**config.mk**
```make
export PLATFORM = sky130hd
export DESIGN_NAME = uart_tx_buffer
export DESIGN_NICKNAME = d
export VERILOG_FILES = /design/src/rtl/uart_tx_buffer_pkg.sv /design/src/rtl/uart_tx_buffer_sync_fifo.sv /design/src/rtl/uart_tx_buffer.sv
export SDC_FILE = /design/constraint.sdc
export NUM_CORES = 1
export LEC_CHECK = 0
export CORE_ASPECT_RATIO = 1.75
export CORE_MARGIN = 8
export CORE_UTILIZATION = 45
export DETAILED_ROUTE_END_ITERATION = 12
export HOLD_SLACK_MARGIN = 0.03
export SYNTH_ARGS = -nofsm -noshare
export SYNTH_HDL_FRONTEND = slang
export SYNTH_SLANG_ARGS = --single-unit
```
**constraint.sdc**
```tcl
create_clock -name clk -period 5 [get_ports clk]
set_clock_uncertainty 0.15 [all_clocks]
set_input_delay 1.25 -clock clk [delete_from_list [all_inputs] [get_ports clk]]
set_output_delay 1.25 -clock clk [all_outputs]
set_load 0.05 [all_outputs]
```
**src/rtl/uart_tx_buffer_pkg.sv**
```systemverilog
// Shared definitions for the UART buffer blocks: issue FSM encoding and FIFO depth checking.
// No logic here; reusable by a matching receive-side buffer.
package uart_tx_buffer_pkg;

  localparam logic [1:0] IDLE_ENC = 2'd0;
  localparam logic [1:0] SEND_ENC = 2'd1;
  localparam logic [1:0] WAIT_ENC = 2'd2;

  typedef enum logic [1:0] {
    ST_IDLE = IDLE_ENC,
    ST_SEND = SEND_ENC,
    ST_WAIT = WAIT_ENC
  } tx_state_e;

  function automatic bit is_pow2(input int unsigned n);
    return (n >= 2) && ((n & (n - 1)) == 0);
  endfunction

  localparam int unsigned DEFAULT_DEPTH    = 16;
  localparam bit          DEFAULT_DEPTH_OK = is_pow2(DEFAULT_DEPTH);

endpackage

```
**src/rtl/uart_tx_buffer_sync_fifo.sv**
```systemverilog
// Single-clock byte FIFO with occupancy count and an overflow pulse; 1-cycle write-to-visible latency.
// Pushes are refused while full (no same-cycle pop credit); rd_data is the head entry, combinational.
module sync_fifo
  import uart_tx_buffer_pkg::*;
#(
  parameter  int DATAWIDTH = 8,
  parameter  int DEPTH     = DEFAULT_DEPTH,
  localparam int ADDRW     = $clog2(DEPTH)
) (
  input  logic                 clk,
  input  logic                 rst,
  input  logic                 flush,
  input  logic                 wr_en,
  input  logic [DATAWIDTH-1:0] wr_data,
  input  logic                 rd_en,
  output logic [DATAWIDTH-1:0] rd_data,
  output logic                 full,
  output logic                 empty,
  output logic [ADDRW:0]       count,
  output logic                 overflow
);

  generate
    if (!is_pow2(DEPTH)) begin : g_bad_depth
      $error("sync_fifo: DEPTH must be a power of two >= 2");
    end
  endgenerate

  localparam logic [ADDRW:0] FULL_CNT = (ADDRW + 1)'(DEPTH);

  logic [DATAWIDTH-1:0] mem [DEPTH];
  logic [ADDRW:0]       wr_ptr_q;
  logic [ADDRW:0]       rd_ptr_q;
  logic [ADDRW:0]       count_q;
  logic                 overflow_q;
  logic                 push;
  logic                 pop;

  assign full     = (count_q == FULL_CNT);
  assign empty    = (count_q == '0);
  assign count    = count_q;
  assign overflow = overflow_q;
  assign rd_data  = mem[rd_ptr_q[ADDRW-1:0]];

  // A flush cycle swallows any push so the FIFO is guaranteed empty afterwards.
  assign push = wr_en && !full && !flush;
  assign pop  = rd_en && !empty;

  always_ff @(posedge clk) begin
    if (push) begin
      mem[wr_ptr_q[ADDRW-1:0]] <= wr_data;
    end
  end

  always_ff @(posedge clk or negedge rst) begin
    if (!rst) begin
      wr_ptr_q   <= '0;
      rd_ptr_q   <= '0;
      count_q    <= '0;
      overflow_q <= 1'b0;
    end else begin
      overflow_q <= wr_en && full;
      if (flush) begin
        wr_ptr_q <= '0;
        rd_ptr_q <= '0;
        count_q  <= '0;
      end else begin
        if (push) wr_ptr_q <= wr_ptr_q + 1'b1;
        if (pop)  rd_ptr_q <= rd_ptr_q + 1'b1;
        if (push && !pop)      count_q <= count_q + 1'b1;
        else if (pop && !push) count_q <= count_q - 1'b1;
      end
    end
  end

endmodule

```
**src/rtl/uart_tx_buffer.sv**
```systemverilog
// Buffers host bytes and issues them one at a time to the UART transmitter; push-to-valid is 2 edges.
// Holds tx_data_valid until the UART reports busy, then waits for tx_done or busy low before the next byte.
module uart_tx_buffer
  import uart_tx_buffer_pkg::*;
#(
  parameter  int DATAWIDTH = 8,
  parameter  int DEPTH     = DEFAULT_DEPTH,
  localparam int ADDRW     = $clog2(DEPTH)
) (
  input  logic                 clk,
  input  logic                 rst,
  input  logic                 flush,
  input  logic                 wr_en,
  input  logic [DATAWIDTH-1:0] wr_data,
  output logic                 full,
  output logic                 empty,
  output logic [ADDRW:0]       count,
  output logic                 overflow,
  input  logic                 tx_busy,
  input  logic                 tx_done,
  output logic                 tx_data_valid,
  output logic [DATAWIDTH-1:0] tx_in
);

  tx_state_e            state_q;
  tx_state_e            state_d;
  logic                 valid_d;
  logic                 pop;
  logic [DATAWIDTH-1:0] head;

  sync_fifo #(
    .DATAWIDTH (DATAWIDTH),
    .DEPTH     (DEPTH)
  ) u_fifo (
    .clk      (clk),
    .rst      (rst),
    .flush    (flush),
    .wr_en    (wr_en),
    .wr_data  (wr_data),
    .rd_en    (pop),
    .rd_data  (head),
    .full     (full),
    .empty    (empty),
    .count    (count),
    .overflow (overflow)
  );

  always_comb begin
    state_d = state_q;
    valid_d = tx_data_valid;
    pop     = 1'b0;
    case (state_q)
      ST_IDLE: begin
        if (!empty && !tx_busy) begin
          pop     = 1'b1;
          valid_d = 1'b1;
          state_d = ST_SEND;
        end
      end
      ST_SEND: begin
        // The UART only samples on its baud tick, so valid stays up until it shows busy.
        if (tx_busy) begin
          valid_d = 1'b0;
          state_d = ST_WAIT;
        end
      end
      ST_WAIT: begin
        if (tx_done || !tx_busy) begin
          state_d = ST_IDLE;
        end
      end
      default: begin
        valid_d = 1'b0;
        state_d = ST_IDLE;
      end
    endcase
  end

  always_ff @(posedge clk or negedge rst) begin
    if (!rst) begin
      state_q       <= ST_IDLE;
      tx_data_valid <= 1'b0;
      tx_in         <= '0;
    end else begin
      state_q       <= state_d;
      tx_data_valid <= valid_d;
      if (pop) begin
        tx_in <= head;
      end
    end
  end

endmodule

```
-- After elaboration in Yosys (flattened, before gate mapping)
Memories as Yosys holds them, arrays and structs flattened. A register that Yosys moved wholly into a read port is not among the register bits.
Index checks and enable logic that the tools add are counted.
- ROM bits: 0
- register bits after elaboration: 19
- memories kept: 1
- output and inout bits: 17
- bits in latches: 0
- bits in writable memories: 128
- bitwise logic cells: 1
- reduce and logical (&&, ||, !) cells: 22
- shift-type cells: 0
- multipliers: 0
- add/subtract/negate cells: 4
- order comparisons: 0
- divide/modulo/power cells: 0
- muxes and demuxes: 18
- equality and inequality tests: 6
- memories (name ; words ; bits a word ; rd ports ; clocked after memory_dff ; wr ports ; line ; source):
    u_fifo.mem ; 16 ; 8 ; 1 ; 1 ; 1 ; uart_tx_buffer_sync_fifo.sv:31 ; logic [DATAWIDTH-1:0] mem [DEPTH];
- operators with widths (operator ; count):
    two-way mux 5 bit ; 7
    adder 5 x 1 -> 5 bit, second input constant ; 3
    logical AND 1 bit ; 7
    zero test 1 bit ; 7
    two-way mux 1 bit ; 6
    two-way mux 2 bit ; 3
    inequality test 2 bit, second input constant ; 3
    case mux 2 bit (3 select lines) ; 1
    AND reduction 3 bit ; 2
    == test 5 bit, second input constant ; 1
    zero test 5 bit ; 1
    subtractor 5 x 1 -> 5 bit, second input constant ; 1
    nonzero test 2 bit ; 2
    case mux 1 bit (3 select lines) ; 1
    nonzero test 3 bit ; 1
    == test 2 x 1 -> 1 bit, second input constant ; 1
    == test 2 bit, second input constant ; 1
    zero test 2 bit ; 1
    logical OR 1 bit ; 1
    inverter 1 bit ; 1

-- Depth between registers and ports, before layout
Gate-level depths: netlist of run 1.
- word-level depth: 10
- mapped depth: 10
- mapped depth without buffers: 10

-- Modules after synthesis
From an unflattened synthesis of run 1, not the netlist that was laid out.
- cells, all modules: 347
- area total of the unflattened synthesis: 6283.5 µm²
- by module, submodules not included (module ; instances ; area an instance (µm²) ; cells each):
    sync_fifo ; 1 ; 5841.9 ; 319
    uart_tx_buffer ; 1 ; 441.7 ; 28

-- Least setup slack after synthesis of run 1
Ideal clock, no wire load.
- path type: input-to-reg
- from: input wr_en
- to: register u_fifo.count_q[4] (netlist: u_fifo.count[4])
- data required time: 4.762 ns
- path buffers: 0
- arrival: 3.231 ns
- setup slack: 1.531 ns
- stages on the path: 9
- library setup time: 0.088 ns
- path through: a21boi_2 -> nor2b_1 -> nand2_1 -> fa_1 -> a21o_1 -> a21o_1 -> and3_2 -> o21ai_0 -> nor3b_1
- cells in the longest elaborated chain, start to end: 5
- elaborated cells between the ends (all ways): 8
- those cells by class: 2 x mux; 6 x reduce/logical
- ends and longest elaborated chain (item ; line ; source):
    from (decl) ; uart_tx_buffer.sv:13 ; input logic wr_en,
    logical AND 1 bit * (2 in a row) ; uart_tx_buffer_sync_fifo.sv:46 ; assign push = wr_en && !full && !flush;
    logical AND 1 bit or zero test 1 bit (tied branches) ; uart_tx_buffer_sync_fifo.sv:70, uart_tx_buffer_sync_fifo.sv:71 ;
    two-way mux 5 bit or logical AND 1 bit (tied branches) ; uart_tx_buffer_sync_fifo.sv:70, uart_tx_buffer_sync_fifo.sv:71 ;
    two-way mux 5 bit or nonzero test 3 bit (tied branches) ; - ;
    to (signal assigned) ; uart_tx_buffer_sync_fifo.sv:70 ; if (push && !pop) count_q <= count_q + 1'b1;
    to (signal assigned) ; uart_tx_buffer_sync_fifo.sv:71 ; else if (pop && !push) count_q <= count_q - 1'b1;
    to (decl) ; uart_tx_buffer_sync_fifo.sv:34 ; logic [ADDRW:0] count_q;
Every way passes the cells marked *; elsewhere a longest branch is shown, timed or not.
A chain may end at the register's enable or synchronous reset.

-- Worst setup path in the final report of run 1
- from: register u_fifo.count_q[1] (netlist: u_fifo.count[1])
- to: output empty
- cells in the longest elaborated chain, start to end: 1
- ends and longest elaborated chain (item ; line ; source):
    zero test 5 bit ; uart_tx_buffer_sync_fifo.sv:40 ; assign empty = (count_q == '0);
    to (decl) ; uart_tx_buffer.sv:16 ; output logic empty,
No other way between the ends.

==> key figures, run 1 <==
STA
  – Max-slew violations: 0
  – Fmax: 0.261 GHz
  – Worst slew pin tran: 0.908 ns
  – Unrepaired setup endpoints after global routing: no
  – Relative slew slack: about two fifths
  – Final period utilization: around three quarters
  – Setup TNS: 0 ns
  – Final setup violating endpoints: 0
  – Hold Vio Cnt, Final: 0
  – Period minus WS final: ~3.8 ns

Clock tree
  – Cts repair resizes: 0
  – Hold-fix buffers, CTS: 0
  – CTS root buffer: clkbuf_16
  – Clk sinks: between 150 and 200
  – # Post-CTS Setup Buffers: 0
  – Later-pin clock latency in the skew report: 0.41 ns
  – CTS tree: yes
  – Total CTS buffers: 17
  – Clock Path Buffers: 2
  – Reg clk slew, reported paths: 0.06 ns
  – # H-tree levels: 4

Route
  – DRT antenna net count: 0
  – # DRC: 0
  – DR pass1 iterations: 5
  – DR iter-0 viols: approximately 200
  – Vias: roughly 3.2k
  – WL final: around 12 mm
  – WL per Instance: ~21 um
  – Via/cell ratio: approximately 5.5

Die
  – Die H: around 170 um
  – Number of cell rows: between 50 and 60
  – Die footprint: around 18,000 um^2
  – Num ports: 31
  – Core area: roughly 13,000 um^2
  – Initial Util: 46.0%
  – Die Wd: 105 um

Synth
  – Main combinational cell family by area after synthesis: multiplexers
  – Synth cell types: 41
  – Compound-Gate Fraction of Synth Area: 3.72%
  – Sequential share of the synthesized area: 72.2%
  – Dominant synthesized flop cell: edfxtp_1
  – Post-synthesis simple-gate area fraction: between 5 and 6%
  – Adder-cell share of the synthesized area: under 10%
  – Post-synthesis mux area share: roughly 14%
  – Syn Area/Cell: roughly 18 um^2
  – Post-Syn Area: between 6000 and 7000 um^2
  – Area leader, netlist: edfxtp_1
  – Ys Warns: 0
  – Syn Inst Count: ~340
  – Area contributors post-synth: edfxtp_1 (62%), mux4_2 (12%), dfrtp_1 (10%)
  – Number of synthesized register bits: about 150
  – Syn nets: 363
  – Synth top area share: 62.1%
  – Synth Area in XOR/XNOR: roughly 1.4%
  – Post-synth EDFFs: between 100 and 150
  – Async set or reset register ratio after synthesis: 16.3%

GRT
  – Vias in the first global route: between 3k and 4k
  – Gr usage total: ~15%
  – Gr ovfl total: 0
  – Initial antenna violation count: 0
  – Largest net degree at the start of global routing: 33
  – First-pass GRT wire length: between 15 and 20 mm

Placed design
  – Routability Congestion: 0.751
  – Dpl cells: 542
  – HPWL Detailed: about 8.3 mm
  – IO buf count: 30

Power
  – Sw Ratio: between 30% and 40%
  – Sequential Power Share: a little over two fifths
  – Leak: around 2.5 nW
  – Clock network fraction of total power: 32.5%
  – Comb pwr share: roughly 26%
  – Internal power: ~0.0026 W
  – VDD IR max: slightly above 0.0003 V
  – Net Sw Power: between 0.001 and 0.0015 W
  – Pwr Density: 517 nW/um^2

Worst setup path
  – Worst setup EP type: output pin
  – Req. time, crit path: between 3 and 4 ns
  – CP max FO: 6
  – Worst R2R Setup Slack: about 1.9 ns
  – Critical path arrival: approximately 2.4 ns
  – Reg2reg path depth: 10
  – Setup crit start kind: register
  – End of the worst register-to-register path: u_fifo.count[4]$_DFFE_PN0P_
  – Setup CP Type: register to output pin
  – Reg2reg start: u_fifo.count[0]$_DFFE_PN0P_

Final layout
  – Final Non-Filler Cells: approximately 570
  – Antenna diode count: 0
  – # nets final: ~410
  – Fill cells: about 1.1k
  – Area added between synthesis and finish: 18.6%
  – Share of layout cells above drive strength 1: 24.0%

Worst hold path
  – Min-delay src: tx_data_valid$_DFFE_PN0P_
  – Cell count of the worst hold path: 2
  – Worst Hold Path EP: tx_data_valid$_DFFE_PN0P_
  – Hold Path Class: register to register

Job
  – Max-Cap Viols: 0

Outcome
  – Status: finished clean
==> registers in the layout, summed over array words and instances, names as in the netlist <==
register         cells
tx_data_valid        1
u_fifo.overflow      1
u_fifo.wr_ptr_q      4
u_fifo.mem         128
u_fifo.count         5
tx_in                8
u_fifo.rd_ptr_q      4
state_q              2
==> layer usage <==
metal	up-vias	global-route usage (%)	share of wire (%)
met3	12	3.35	3.9
met4	0	4.68	1.2
li1	1440	-	-
met1	1631	16.2	39
met2	83	26.7	56
met5	-	0	0
==> critical path, stage by stage (launching register included) <==
cell,delay [ns]
dfrtp_1,0.47
nor4_2,0.49
nand2_1,0.17
inv_1,0.08
clkdlybuf4s50_1,0.80
==> Yosys cell counts, types with 2 or more instances <==
master	n
a21o_1	2
a21oi_1	11
buf_1	2
buf_2	5
buf_4	2
clkbuf_1	8
dfrtp_1	25
edfxtp_1	128
ha_1	9
inv_1	4
mux2_2	8
mux2i_1	4
mux4_2	32
nand2_1	12
nand2b_1	4
nand4_1	2
nor2_1	27
nor2b_1	2
nor3_1	7
nor4_1	2
o21ai_0	2
o22ai_1	16
xnor2_1	3
xor2_1	5
==> power groups by stage <==
stage / Clock [W] / Sequential [W] / Combinational, W
finish: 0.00123 / 0.00159 / 0.000973
global route: 0.00131 / 0.00161 / 0.00105
CTS: 0.00125 / 0.00160 / 0.000990
detailed placement: 0 / 0.00162 / 0.000984
global placement: 0 / 0.00162 / 0.000975
floorplan: 0 / 0.00174 / 0.000574
==> cells by family after synthesis <==
kind of cell               count (synthesis)
AOI/OAI and AO/OA                         36
xor gates and xnor gates                   9
adders and majority gates                 10
buffers and inverters                     21
DFF                                      153
muxes                                     44
and+or+nand+nor                           66
==> layout make-up <==
type	count	area (um^2)	area share [%]
timing repair buffer	46	420	5.73
inverter	4	15.0	0.205
clock inverter	14	148	2.01
sequential	153	4470	60.9
tap	174	218	2.97
multi-input combinational	165	1640	22.3
clock buffer	18	429	5.85
==> worst max path at each step <==
| stage | from | to | slack [ns] |
|---|---|---|---|
| global placement | wr_en | u_fifo.count[4]$_DFFE_PN0P_ | 0.89 |
| floorplan | wr_en | u_fifo.count[4]$_DFFE_PN0P_ | 1.53 |
| detailed placement | wr_en | u_fifo.count[4]$_DFFE_PN0P_ | 0.83 |
| finish | u_fifo.count[1]$_DFFE_PN0P_ | empty | 1.17 |
| global route | wr_en | u_fifo.count[4]$_DFFE_PN0P_ | 1.03 |
| CTS | u_fifo.count[1]$_DFFE_PN0P_ | empty | 1.13 |
==> through the flow <==
| step | cell area, um^2 | power, W | setup slack, ns | util, % | hold WS (ns) |
|---|---|---|---|---|---|
| detailed placement | 6760 | 0.00261 | 0.835 | 50.3 | 0.362 |
| CTS | 7340 | 0.00384 | 1.13 | 54.5 | 0.380 |
| global placement | 6760 | 0.00260 | 0.891 | 50.3 | 0.353 |
| global route | 7340 | 0.00397 | 1.03 | 54.5 | 0.414 |
| finish | 7340 | 0.00380 | 1.17 | 54.5 | 0.368 |
| floorplan | 6190 | 0.00231 | 1.53 | - | 0.351 |
==> cell usage in the layout, fill, tap and decap left out, types with 8 or more instances in the layout <==
cell type          n
a21oi_1           11
clkdlybuf4s50_1   30
mux2_2             8
ha_1               9
edfxtp_1         128
mux4_2            32
o22ai_1           16
clkbuf_16         17
buf_4             16
nor2_1            27
dfrtp_1           24
nand2_1           12
Power figures use the tool's default switching activity.
==> run 2, diff against run 1 <==
- clock period: 5 -> 3.56 ns (I/O delays scaled with it)
==> run 2 against run 1 <==
  * Worst setup slack got worse by 1.0 ns
  * Critical path depth decreased by 1
  * Power increased by 39%
  * Clock power increased by 34%
  * Register-to-register slack got worse by 1.5 ns
  * First-iteration DRC count decreased by 19%
  * Via count decreased by 0.60%
  * Critical endpoint is now full
  * Largest cell class unchanged
  * Highest routed layer unchanged
==> key figures, run 2 (synthesis gave the netlist of run 1 again) <==
Route
  – Vias: 3,147 (-0.60%)
  – Via/cell ratio: 5.39 (-2.3%)
  – # DRC: 0 (unchanged)
  – DRT antenna net count: 0 (unchanged)
  – DR pass1 iterations: 6 (+1)
  – DR iter-0 viols: 164 (-19%)
  – WL per Instance: 20.5 um (-3.9%)
  – WL final: 12.0 mm (-2.2%)

Die
  – Die H: 171 um (unchanged)
  – Die Wd: 105 um (unchanged)
  – Num ports: 31 (unchanged)
  – Initial Util: 46.0% (unchanged)
  – Number of cell rows: 56 (unchanged)
  – Die footprint: 17,900 um^2 (unchanged)
  – Core area: 13,500 um^2 (unchanged)

Clock tree
  – Cts repair resizes: 0 (unchanged)
  – Clk sinks: 153 (unchanged)
  – Clock Path Buffers: 2 (unchanged)
  – Reg clk slew, reported paths: 0.06 ns (about the same)
  – Total CTS buffers: 17 (unchanged)
  – # Post-CTS Setup Buffers: 0 (unchanged)
  – Later-pin clock latency in the skew report: 0.41 ns (about the same)
  – Hold-fix buffers, CTS: 0 (unchanged)
  – CTS root buffer: clkbuf_16
  – CTS tree: yes
  – # H-tree levels: 4 (unchanged)

Final layout
  – Commonest cells after routing, fill and taps aside: edfxtp_1 (128), mux4_2 (32), clkdlybuf4s50_1 (30)
  – Max reg flops: 128 (unchanged)
  – # nets final: 421 (+2.4%)
  – Share of layout cells above drive strength 1: 25.6% (+1.6 points)
  – Antenna diode count: 0 (unchanged)
  – Final Non-Filler Cells: 584 (+1.7%)
  – Fill cells: 1,095 (-0.90%)
  – Commonest non-fill, non-tap cell in the layout: edfxtp_1
  – Area added between synthesis and finish: 19.8%

Outcome
  – Status: finished clean

Worst setup path
  – Setup crit start: u_fifo.count[1]$_DFFE_PN0P_
  – Req. time, crit path: 2.52 ns (-1.08 ns)
  – Reg2reg start: u_fifo.count[1]$_DFFE_PN0P_
  – Critical path arrival: 2.38 ns (-0.05 ns)
  – Setup crit start kind: register
  – Worst setup EP type: output pin
  – Setup CP Type: register to output pin
  – CP max FO: 6 (unchanged)

STA
  – Period minus WS final: 3.42 ns
  – Setup TNS: 0 ns (unchanged)
  – Unrepaired setup endpoints after global routing: no
  – Relative slew slack: 58.2% (+19 points)
  – Final period utilization: between 90% and 100%
  – Max-slew violations: 0 (unchanged)
  – Final hold slack: 0.378 ns (+0.0107 ns)
  – Fmax: 0.292 GHz
  – Post-route worst setup slack: 0.139 ns (-1.03 ns)
  – Hold Vio Cnt, Final: 0 (unchanged)
  – Final setup violating endpoints: 0 (unchanged)
  – Worst slew pin tran: 0.628 ns (-0.280 ns)

Placed design
  – HPWL Detailed: 8.23 mm (-0.30%)
  – IO buf count: 30 (unchanged)
  – DP Worst Slack: 0.118 ns (-0.717 ns)
  – Routability Congestion: 0.747 (-0.43%)
  – Dpl cells: 552 (+1.8%)

Power
  – Leak: 2.50 nW (+2.1%)
  – VDD IR max: 0.000636 V (+110%)
  – Pwr Total: 0.00529 W (+39%)
  – Pwr Density: 713 nW/um^2 (+38%)

Worst hold path
  – Min-delay src: tx_data_valid$_DFFE_PN0P_
  – Hold Path Class: register to register

GRT
  – Initial antenna violation count: 0 (unchanged)
  – Largest net degree at the start of global routing: 34 (+3.0%)
  – First-pass GRT wire length: 19.3 mm (+0.36%)
  – Vias in the first global route: 3,522 (+4.1%)
  – Gr usage total: 14.4% (-0.077 points)
  – Gr ovfl total: 0 (unchanged)

Job
  – Max-Cap Viols: 0 (unchanged)
==> run 2: cell count changes in the layout (fill, tap and decap cells not counted), sizes merged <==
cell / before / now
buf: 16 / 26
clkinv: 6 / 8
bufinv: 2 / 1
clkbuf: 18 / 17
clkinvlp: 3 / 2
inv: 7 / 8
==> run 2: metrics by stage <==
stage	cell area [um^2]	util, %
final	7410	55.1
after CTS	7410	55.1
after global routing	7410	55.1
after detailed placement	6860	51.0
after floorplan	6190	-
after global placement	6860	51.0
==> run 2: cell type report <==
class	count	area [um^2]	share of cell area, %
Tap cell	174	218	2.94
Multi-Input combinational cell	165	1640	22.1
Clock inverter	15	126	1.70
Sequential cell	153	4470	60.3
Timing Repair Buffer	56	520	7.02
Inverter	4	15.0	0.203
Clock buffer	17	425	5.74
==> run 2: critical path, cell delays in order (launching register included) <==
cell and delay, ns:
dfrtp_1 0.47, or4_4 0.59, nor2_1 0.10, clkdlybuf4s50_1 0.81
==> run 2: where the power goes <==
group / switching, W / internal [W] / total (W)
registers: 0.000123 / 0.00206 / 0.00219
logic: 0.000814 / 0.000636 / 0.00145
clock network: 0.000691 / 0.000961 / 0.00165
==> run 2: worst paths after layout <==
kind                                                  end  slack [ns]  cells past startpoint
max                                                  full        0.14                      3
min                             tx_data_valid$_DFFE_PN0P_        0.38                      2
max reg2reg                   u_fifo.count[4]$_DFFE_PN0P_        0.47                      9
min reg2reg                     tx_data_valid$_DFFE_PN0P_        0.38                      2
max in group asynchronous  u_fifo.rd_ptr_q[0]$_DFFE_PN0P_        2.25                      2
min in group asynchronous          state_q[0]$_DFFE_PN0P_        0.72                      2
==> run 2: per-layer routing <==
| metal | vias to the layer above | wire length [um] | GRT usage [%] |
|---|---|---|---|
| met5 | - | 0 | 0 |
| li1 | 1464 | - | - |
| met4 | 0 | 211 | 5.43 |
| met3 | 15 | 384 | 3.62 |
| met2 | 72 | 6740 | 27.5 |
| met1 | 1596 | 4620 | 14.8 |
